File: config.mk
export PLATFORM = sky130hd
export DESIGN_NAME = dmem_arbiter
export DESIGN_NICKNAME = d
export VERILOG_FILES = /design/src/rtl/dmem_arbiter.sv
export SDC_FILE = /design/constraint.sdc
export NUM_CORES = 1
export LEC_CHECK = 0
export CAP_MARGIN = 25
export CORE_UTILIZATION = 39
export DETAILED_ROUTE_END_ITERATION = 8
export PLACE_DENSITY = 0.74
export REMOVE_ABC_BUFFERS = 1
export SYNTH_ARGS = -nofsm -noshare
export SYNTH_HDL_FRONTEND = slang
export SYNTH_SLANG_ARGS = --single-unit
File: constraint.sdc
create_clock -name clk -period 11.5 [get_ports clk]
set_input_delay 1.725 -clock clk [delete_from_list [all_inputs] [get_ports clk]]
set_output_delay 1.725 -clock clk [all_outputs]
set_load 0.05 [all_outputs]
File: src/rtl/dmem_arbiter.sv
`default_nettype none
// ============================================================================
// dmem_arbiter
// Round-robin two-port arbiter and one-access sequencer for the data memory.
// Revision: 1.0
// ============================================================================
module dmem_arbiter #(
    parameter int MEM_BYTES = 128
) (
    input  logic        clk,
    input  logic        reset,

    input  logic        a_req_valid,
    output logic        a_req_ready,
    input  logic [31:0] a_addr,
    input  logic [31:0] a_wdata,
    input  logic [2:0]  a_width,
    input  logic        a_we,
    output logic        a_resp_valid,
    output logic [31:0] a_rdata,
    output logic        a_err,

    input  logic        b_req_valid,
    output logic        b_req_ready,
    input  logic [31:0] b_addr,
    input  logic [31:0] b_wdata,
    input  logic [2:0]  b_width,
    input  logic        b_we,
    output logic        b_resp_valid,
    output logic [31:0] b_rdata,
    output logic        b_err,

    output logic [31:0] mem_address,
    output logic [31:0] mem_write_data,
    output logic [2:0]  mem_width,
    output logic        mem_read_enable,
    output logic        mem_write_enable,
    input  logic [31:0] mem_read_data
);

    localparam logic [1:0] S_IDLE   = 2'd0;
    localparam logic [1:0] S_ACCESS = 2'd1;
    localparam logic [1:0] S_RESP   = 2'd2;

    logic [1:0]  state_q, state_d;
    logic        rr_q, rr_d;        // 1: port B wins a tie
    logic        owner_q, owner_d;  // 1: port B owns the transfer
    logic [31:0] addr_q, addr_d;
    logic [31:0] wdata_q, wdata_d;
    logic [2:0]  width_q, width_d;
    logic        we_q, we_d;
    logic        err_q, err_d;
    logic [31:0] rdata_q, rdata_d;

    logic        grant_a;
    logic        grant_b;
    logic [31:0] sel_addr;
    logic [31:0] sel_wdata;
    logic [2:0]  sel_width;
    logic        sel_we;
    logic        in_access;

    function automatic logic access_error(input logic [31:0] addr,
                                          input logic [2:0]  width,
                                          input logic        we);
        logic [32:0] size;
        logic [32:0] last;
        logic        illegal;
        logic        misaligned;
        case (width)
            3'b000, 3'b100: size = 33'd1;
            3'b001, 3'b101: size = 33'd2;
            default:        size = 33'd4;
        endcase
        illegal = (width == 3'b011) || (width == 3'b110) || (width == 3'b111) ||
                  (we && width[2]);
        misaligned = ((width[1:0] == 2'b01) && addr[0]) ||
                     ((width[1:0] == 2'b10) && (addr[1:0] != 2'b00));
        // 33-bit sum so addresses near 2^32 cannot wrap into range
        last = {1'b0, addr} + size;
        return illegal || misaligned || (last > 33'(MEM_BYTES));
    endfunction

    // Ready is held low while reset is asserted so nothing looks accepted
    always_comb begin
        grant_a = 1'b0;
        grant_b = 1'b0;
        if ((state_q == S_IDLE) && !reset) begin
            if (a_req_valid && (!b_req_valid || !rr_q)) begin
                grant_a = 1'b1;
            end else if (b_req_valid) begin
                grant_b = 1'b1;
            end
        end
    end

    assign a_req_ready = grant_a;
    assign b_req_ready = grant_b;

    assign sel_addr  = grant_b ? b_addr  : a_addr;
    assign sel_wdata = grant_b ? b_wdata : a_wdata;
    assign sel_width = grant_b ? b_width : a_width;
    assign sel_we    = grant_b ? b_we    : a_we;

    always_comb begin
        state_d = state_q;
        rr_d    = rr_q;
        owner_d = owner_q;
        addr_d  = addr_q;
        wdata_d = wdata_q;
        width_d = width_q;
        we_d    = we_q;
        err_d   = err_q;
        rdata_d = rdata_q;
        case (state_q)
            S_IDLE: begin
                if (grant_a || grant_b) begin
                    state_d = S_ACCESS;
                    rr_d    = grant_a;
                    owner_d = grant_b;
                    addr_d  = sel_addr;
                    wdata_d = sel_wdata;
                    width_d = sel_width;
                    we_d    = sel_we;
                    err_d   = access_error(sel_addr, sel_width, sel_we);
                end
            end
            S_ACCESS: begin
                rdata_d = (!err_q && !we_q) ? mem_read_data : 32'd0;
                state_d = S_RESP;
            end
            S_RESP: begin
                state_d = S_IDLE;
            end
            default: begin
                state_d = S_IDLE;
            end
        endcase
    end

    always_ff @(posedge clk or posedge reset) begin
        if (reset) begin
            state_q <= S_IDLE;
            rr_q    <= 1'b0;
            owner_q <= 1'b0;
            addr_q  <= 32'd0;
            wdata_q <= 32'd0;
            width_q <= 3'd0;
            we_q    <= 1'b0;
            err_q   <= 1'b0;
            rdata_q <= 32'd0;
        end else begin
            state_q <= state_d;
            rr_q    <= rr_d;
            owner_q <= owner_d;
            addr_q  <= addr_d;
            wdata_q <= wdata_d;
            width_q <= width_d;
            we_q    <= we_d;
            err_q   <= err_d;
            rdata_q <= rdata_d;
        end
    end

    assign in_access        = (state_q == S_ACCESS);
    assign mem_address      = in_access ? addr_q  : 32'd0;
    assign mem_write_data   = in_access ? wdata_q : 32'd0;
    assign mem_width        = in_access ? width_q : 3'd0;
    assign mem_read_enable  = in_access && !err_q && !we_q;
    assign mem_write_enable = in_access && !err_q &&  we_q;

    assign a_resp_valid = (state_q == S_RESP) && !owner_q;
    assign b_resp_valid = (state_q == S_RESP) &&  owner_q;
    assign a_rdata      = a_resp_valid ? rdata_q : 32'd0;
    assign b_rdata      = b_resp_valid ? rdata_q : 32'd0;
    assign a_err        = a_resp_valid && err_q;
    assign b_err        = b_resp_valid && err_q;

endmodule
`default_nettype wire

# After elaboration in Yosys (flattened, before gate mapping)
# Index checks and enable logic that the tools add are counted.
# Widths: inputs -> output; s select.
# word_totals
ff_bits,105
latchBits,0
ramBits,0
romBits,0
input_bits,172
out_inout_bits,139
word_cells,75
n_memories,0
# classes
n_addsub,1
multipliers,0
n_div,0
n_lt_le_gt_ge,1
n_eq_ne,11
shifts,0
mux,20
bitwise_logic,0
n_reduce_logical,33
# ops
cell,n
$mux 32,7
$mux 33,2
$add 32x33->33,1
$gt 33x8->1 const B,1
$logic_and 1x1->1,13
$eq 3x3->1 const B,4
$logic_or 1x1->1,8
$logic_not 1->1,6
$mux 1,6
$mux 3,2
$pmux 3 s2,1
$eq 2x1->1 const B,2
$eq 2x2->1 const B,2
$pmux 2 s2,1
$reduce_or 2->1,2
$eq 3x1->1 const B,1
$eq 3x2->1 const B,1
$logic_not 3->1,1
$logic_not 2->1,1
$mux 2,1
$ne 2x1->1 const B,1
$reduce_and 2->1,1
$reduce_bool 2->1,1

# Logic depth before layout (Yosys ltp)
# depth
ltp_word,14
mapped_depth,17
ltp_nobuf,14

# Least setup slack after synthesis
# OpenSTA, ideal clock, no wires.
# synth_path
path_kind,input to register
from,input reset
to,register err_q
setup_time_ns,0.133
arrival_time_ns,5.180
required_time_ns,11.367
slack_ns,6.186
path_stages,16
path_buffers,3
path_cell_list,nor4b_2 > nand2_1 > inv_2 > buf_2 > clkbuf_1 > buf_1 > o21ai_0 > ha_1 > a21oi_1 > nand2_1 > a21o_1 > a221o_1 > a211oi_2 > a31oi_1 > a2111oi_2 > a31oi_1
# synth_via
elab_chain_cells,12
word_cells_on_any_way,35
cone_classes,1 x add/sub; 1 x order compare; 8 x eq/ne; 8 x mux; 17 x reduce/logical
# synth_rtl
element,line_no,text
"start, declared",11,"input logic reset,"
$logic_not 1->1 (no line) *,-,
$logic_and 1x1->1 *,88,if ((state_q == S_IDLE) && !reset) begin
$mux 1,88,
$mux 3,102,assign sel_width = grant_b ? b_width : a_width;
"$eq 3x1->1, or another cell as far along",70,case (width)
$reduce_or 2->1,70,
$pmux 3 s2,70,
$mux 33,117,if (grant_a || grant_b) begin
$mux 33,115,case (state_q)
$add 32x33->33,80,"last = {1'b0, addr} + size;"
$gt 33x8->1,81,return illegal || misaligned || (last > 33'(MEM_BYTES));
$logic_or 1x1->1,81,
"end signal, assigned",160,err_q <= err_d;
"end, declared",52,"logic err_q, err_d;"
# Mark *: on every way between the ends. The rest lies on a longest branch, timed or not. The select of a mux whose other input is x is not followed.
# A chain may end at the register's enable or synchronous reset.

# Worst setup path after layout
# layout_path
from,input reset
to,output b_req_ready
# layout_via
elab_chain_cells,3
# layout_rtl
element,line_no,text
$logic_not 1->1 (no line),-,
$logic_and 1x1->1,88,
$mux 1,88,
"end, declared",24,"output logic b_req_ready,"
# No other way between the ends.

==> summary.md <==
| Metric | Value |
|---|---|
| Result of the run | `complete, no violations` |
| Average instance area after synthesis | `about 8.5 um^2` |
| Slew Limit Fails | `0` |
| Final Critical Period | `just under 7 ns` |
| H-tree levels | `3` |
| Placement Rows | `47` |
| Largest stage delay on the critical path | `approximately 0.9 ns` |
| Type of element launching the critical path | `input pin` |
| Number of hold-repair buffers added at the cts stage | `0` |
| Fill cells | `roughly 1500` |
| Chip height | `~130 um` |
| Post-detailed-route count of antenna-violating nets | `0` |
| Count of mapped cells out of synthesis | `a little over 800` |
| Setup Total Neg Slack | `0 ns` |
| I/O pin count | `around 310` |
| Clock tree root buffer cell | `clkbuf_16` |
| Synth-to-Final Area Change | `52.5%` |
| Number of global-route vias before repair | `just under 7000` |
| Crit path kind | `input pin to primary output` |
| Sequential fraction of the synthesis area | `0.385` |
| GRT Total Usage | `0.271` |
| Setup fix buffers added after clock tree synthesis | `0` |
| Non-filler instance count after layout | `1312` |
| Global-route wire length before repair | `between 30000 and 40000 um` |
| Max Clock Skew | `0.0141 ns` |
| Stages on the worst setup path | `8` |
| Min-Delay Path Depth | `1` |
| Synth Register Bits | `about 110` |
| Starting density of the core | `0.406` |
| Largest net degree at the start of global routing | `73` |
| Number of nets in the finished design | `1262` |
| Crit path required time | `between 9 and 10 ns` |
| Fmax | `145 MHz` |
| Mapped Area | `approximately 6800 um^2` |
| Number of enable-type register cells in the synthesized netlist | `0` |
| Post-route clock period utilization | `0.601` |
| Total buffers and inverters traversed by the critical path | `6` |
| Hold Violations, Final | `0` |
| Per-cell routed wire length | `18.5 um` |
| Buffer levels on the longest clock path | `2` |
| Count of maximum capacitance violations | `0` |
| Clock slew at the register clock pins of the worst setup and hold paths | `approximately 0.070 ns` |
| Prevailing post-synth register cell | `dfrtp_1` |
| Starting DRC count in detailed routing | `around 480` |
| Final wirelength | `approximately 24000 um` |
| Total grt overflow | `0` |
| Cell mode on critical path | `buf_4` |
| Worst setup EP type | `primary output` |
| Most common library cell in the layout ignoring fill and taps | `clkdlybuf4s50_1` |
| 1st-pass router iterations | `5` |
| VDD IR max | `0.0000871 V` |
| Worst hold path class | `flip-flop to flip-flop` |
| Total number of clock tree sinks | `105` |
| CORE AREA | `between 15000 and 20000 um^2` |
| Clock tree from TritonCTS | `done` |
| Slew @ Worst Pin | `around 0.9 ns` |
| Reg2reg path depth | `17` |
| Avg Vias per Cell | `~5.5` |
| Arrival time at the worst endpoint | `a little over 5 ns` |
| Synth warn | `0` |
| Post-synthesis cell type with the largest combined area | `dfrtp_1` |
| Share of the synthesized area in the top cell type | `0.385` |
| Family with the most delay on the worst path | `buffers and inverters` |
| Antenna violations before repair | `2` |
| Post-placement cell count | `about 1300` |
| Most Crowded Layer GR | `met2` |
| Final setup vio count | `0` |
| Synth cell types | `~70` |
| Pwr per Cell Area | `roughly 150 nW/um^2` |
| Commonest non-fill, non-tap cells in the layout | `310 x clkdlybuf4s50_1, 137 x and2_1, 105 x dfrtp_1` |
| Rel. slew slack | `0.413` |
| Number of clock buffers inserted by TritonCTS | `9` |
| GR Layer Usage met2 | `0.459` |
| CP max FO | `50` |
| Chain of cells forming the critical path | `clkdlybuf4s50_1, nor4b_4, buf_4, nand2_2, buf_4, inv_2, buf_4, clkdlybuf4s50_1` |
| Largest cells by area after synthesis | `dfrtp_1 39%, and2_1 13%, a22o_1 4.2%` |
| Total number of vias | `approximately 7000` |
| Share of post-route cells with drive strength above 1 | `0.0504` |
| GR Layer Usage met3 | `0.0567` |
| Static power due to leakage | `roughly 4.2 nW` |
| Met1 usage | `0.338` |
| Die footprint | `about 18000 um^2` |
| Setup repair after global routing missed its margin | `no` |
| Number of gates resized after cts | `0` |
| Latest clock arrival within the worst-skew pair | `around 0.35 ns` |
| Port Buffers | `310` |
| Dpl hpwl | `roughly 18000 um` |
| Cell type of the slowest stage on the worst timing path | `clkdlybuf4s50_1` |
| Die Span X | `roughly 130 um` |
| Gp weighted congestion | `0.914` |
| Remaining routing DRC violations | `0` |
| FFs w/ async S/R, synth | `1.00` |
==> layer usage <==
metal,part of all wire,vias up,wire length [um]
li1,-,3415,-
met5,0.00062,-,15
met1,0.41,3401,9880
met2,0.49,312,11800
met3,0.072,62,1740
met4,0.033,2,803
==> power breakdown <==
part	internal [W]	switching, W
clock	0.000154	0.000146
sequential	0.000480	0.0000580
combinational	0.000270	0.000441
==> cell families after synthesis <==
logic type	Yosys count	share of synthesized area
adder cells (fa/ha/maj)	5	0.00844
AO/OA/AOI/OAI	151	0.163
buffers and inverters	65	0.0385
flip-flops	105	0.385
XOR/XNOR	13	0.0167
multiplexers	29	0.0437
AND/OR/NAND/NOR	438	0.345
==> path summary, 6_finish.rpt <==
| check | start | to | slack, ns |
|---|---|---|---|
| min in group asynchronous | reset | wdata_q[8] | 1.85 |
| worst min register to register | addr_q[6] | addr_q[6] | 0.50 |
| worst min-delay path | addr_q[6] | addr_q[6] | 0.50 |
| max in group asynchronous | reset | wdata_q[16] | 8.64 |
| worst max register to register | state_q[1] | err_q | 6.36 |
| worst max-delay path | reset | b_req_ready | 4.59 |
==> synth_stat cells, drive strengths merged (11+ instances only) <==
| master | number |
|---|---|
| nand2 | 73 |
| nor2 | 74 |
| o21ai | 16 |
| mux2i | 23 |
| a21oi | 41 |
| buf | 11 |
| nor3 | 43 |
| and2 | 137 |
| nand3 | 55 |
| dfrtp | 105 |
| nand4 | 11 |
| a22o | 33 |
| inv | 11 |
| clkbuf | 43 |
==> final cells by class <==
cell class / count / area [um^2] / area share
Inverter: 11 / 43.8 / 0.00421
Tap cell: 220 / 275 / 0.0265
Clock buffer: 12 / 246 / 0.0237
Timing Repair Buffer: 324 / 3230 / 0.310
Clock inverter: 3 / 25.0 / 0.00241
Multi-Input combinational cell: 636 / 3950 / 0.380
Sequential cell: 105 / 2630 / 0.253
Antenna cell: 1 / 2.50 / 0.000241
==> sequential cells by signal (all words and copies together) (netlist names), 2 cells and up <==
name,flops
width_q,3
wdata_q,32
state_q,2
addr_q,32
rdata_q,32
==> stage by stage <==
| step | worst slack [ns] | hold WS (ns) | instance area, um^2 | util | power (W) |
|---|---|---|---|---|---|
| global placement | 4.62 | 0.484 | 10100 | 0.601 | 0.00124 |
| finish | 4.59 | 0.501 | 10400 | 0.619 | 0.00155 |
| CTS | 4.61 | 0.503 | 10400 | 0.617 | 0.00155 |
| global route | 4.42 | 0.522 | 10400 | 0.619 | 0.00163 |
| floorplan | 3.23 | 0.472 | 6600 | - | 0.000979 |
| detailed placement | 4.62 | 0.487 | 10100 | 0.601 | 0.00125 |
No activity file was read; power rests on OpenSTA's default activity.
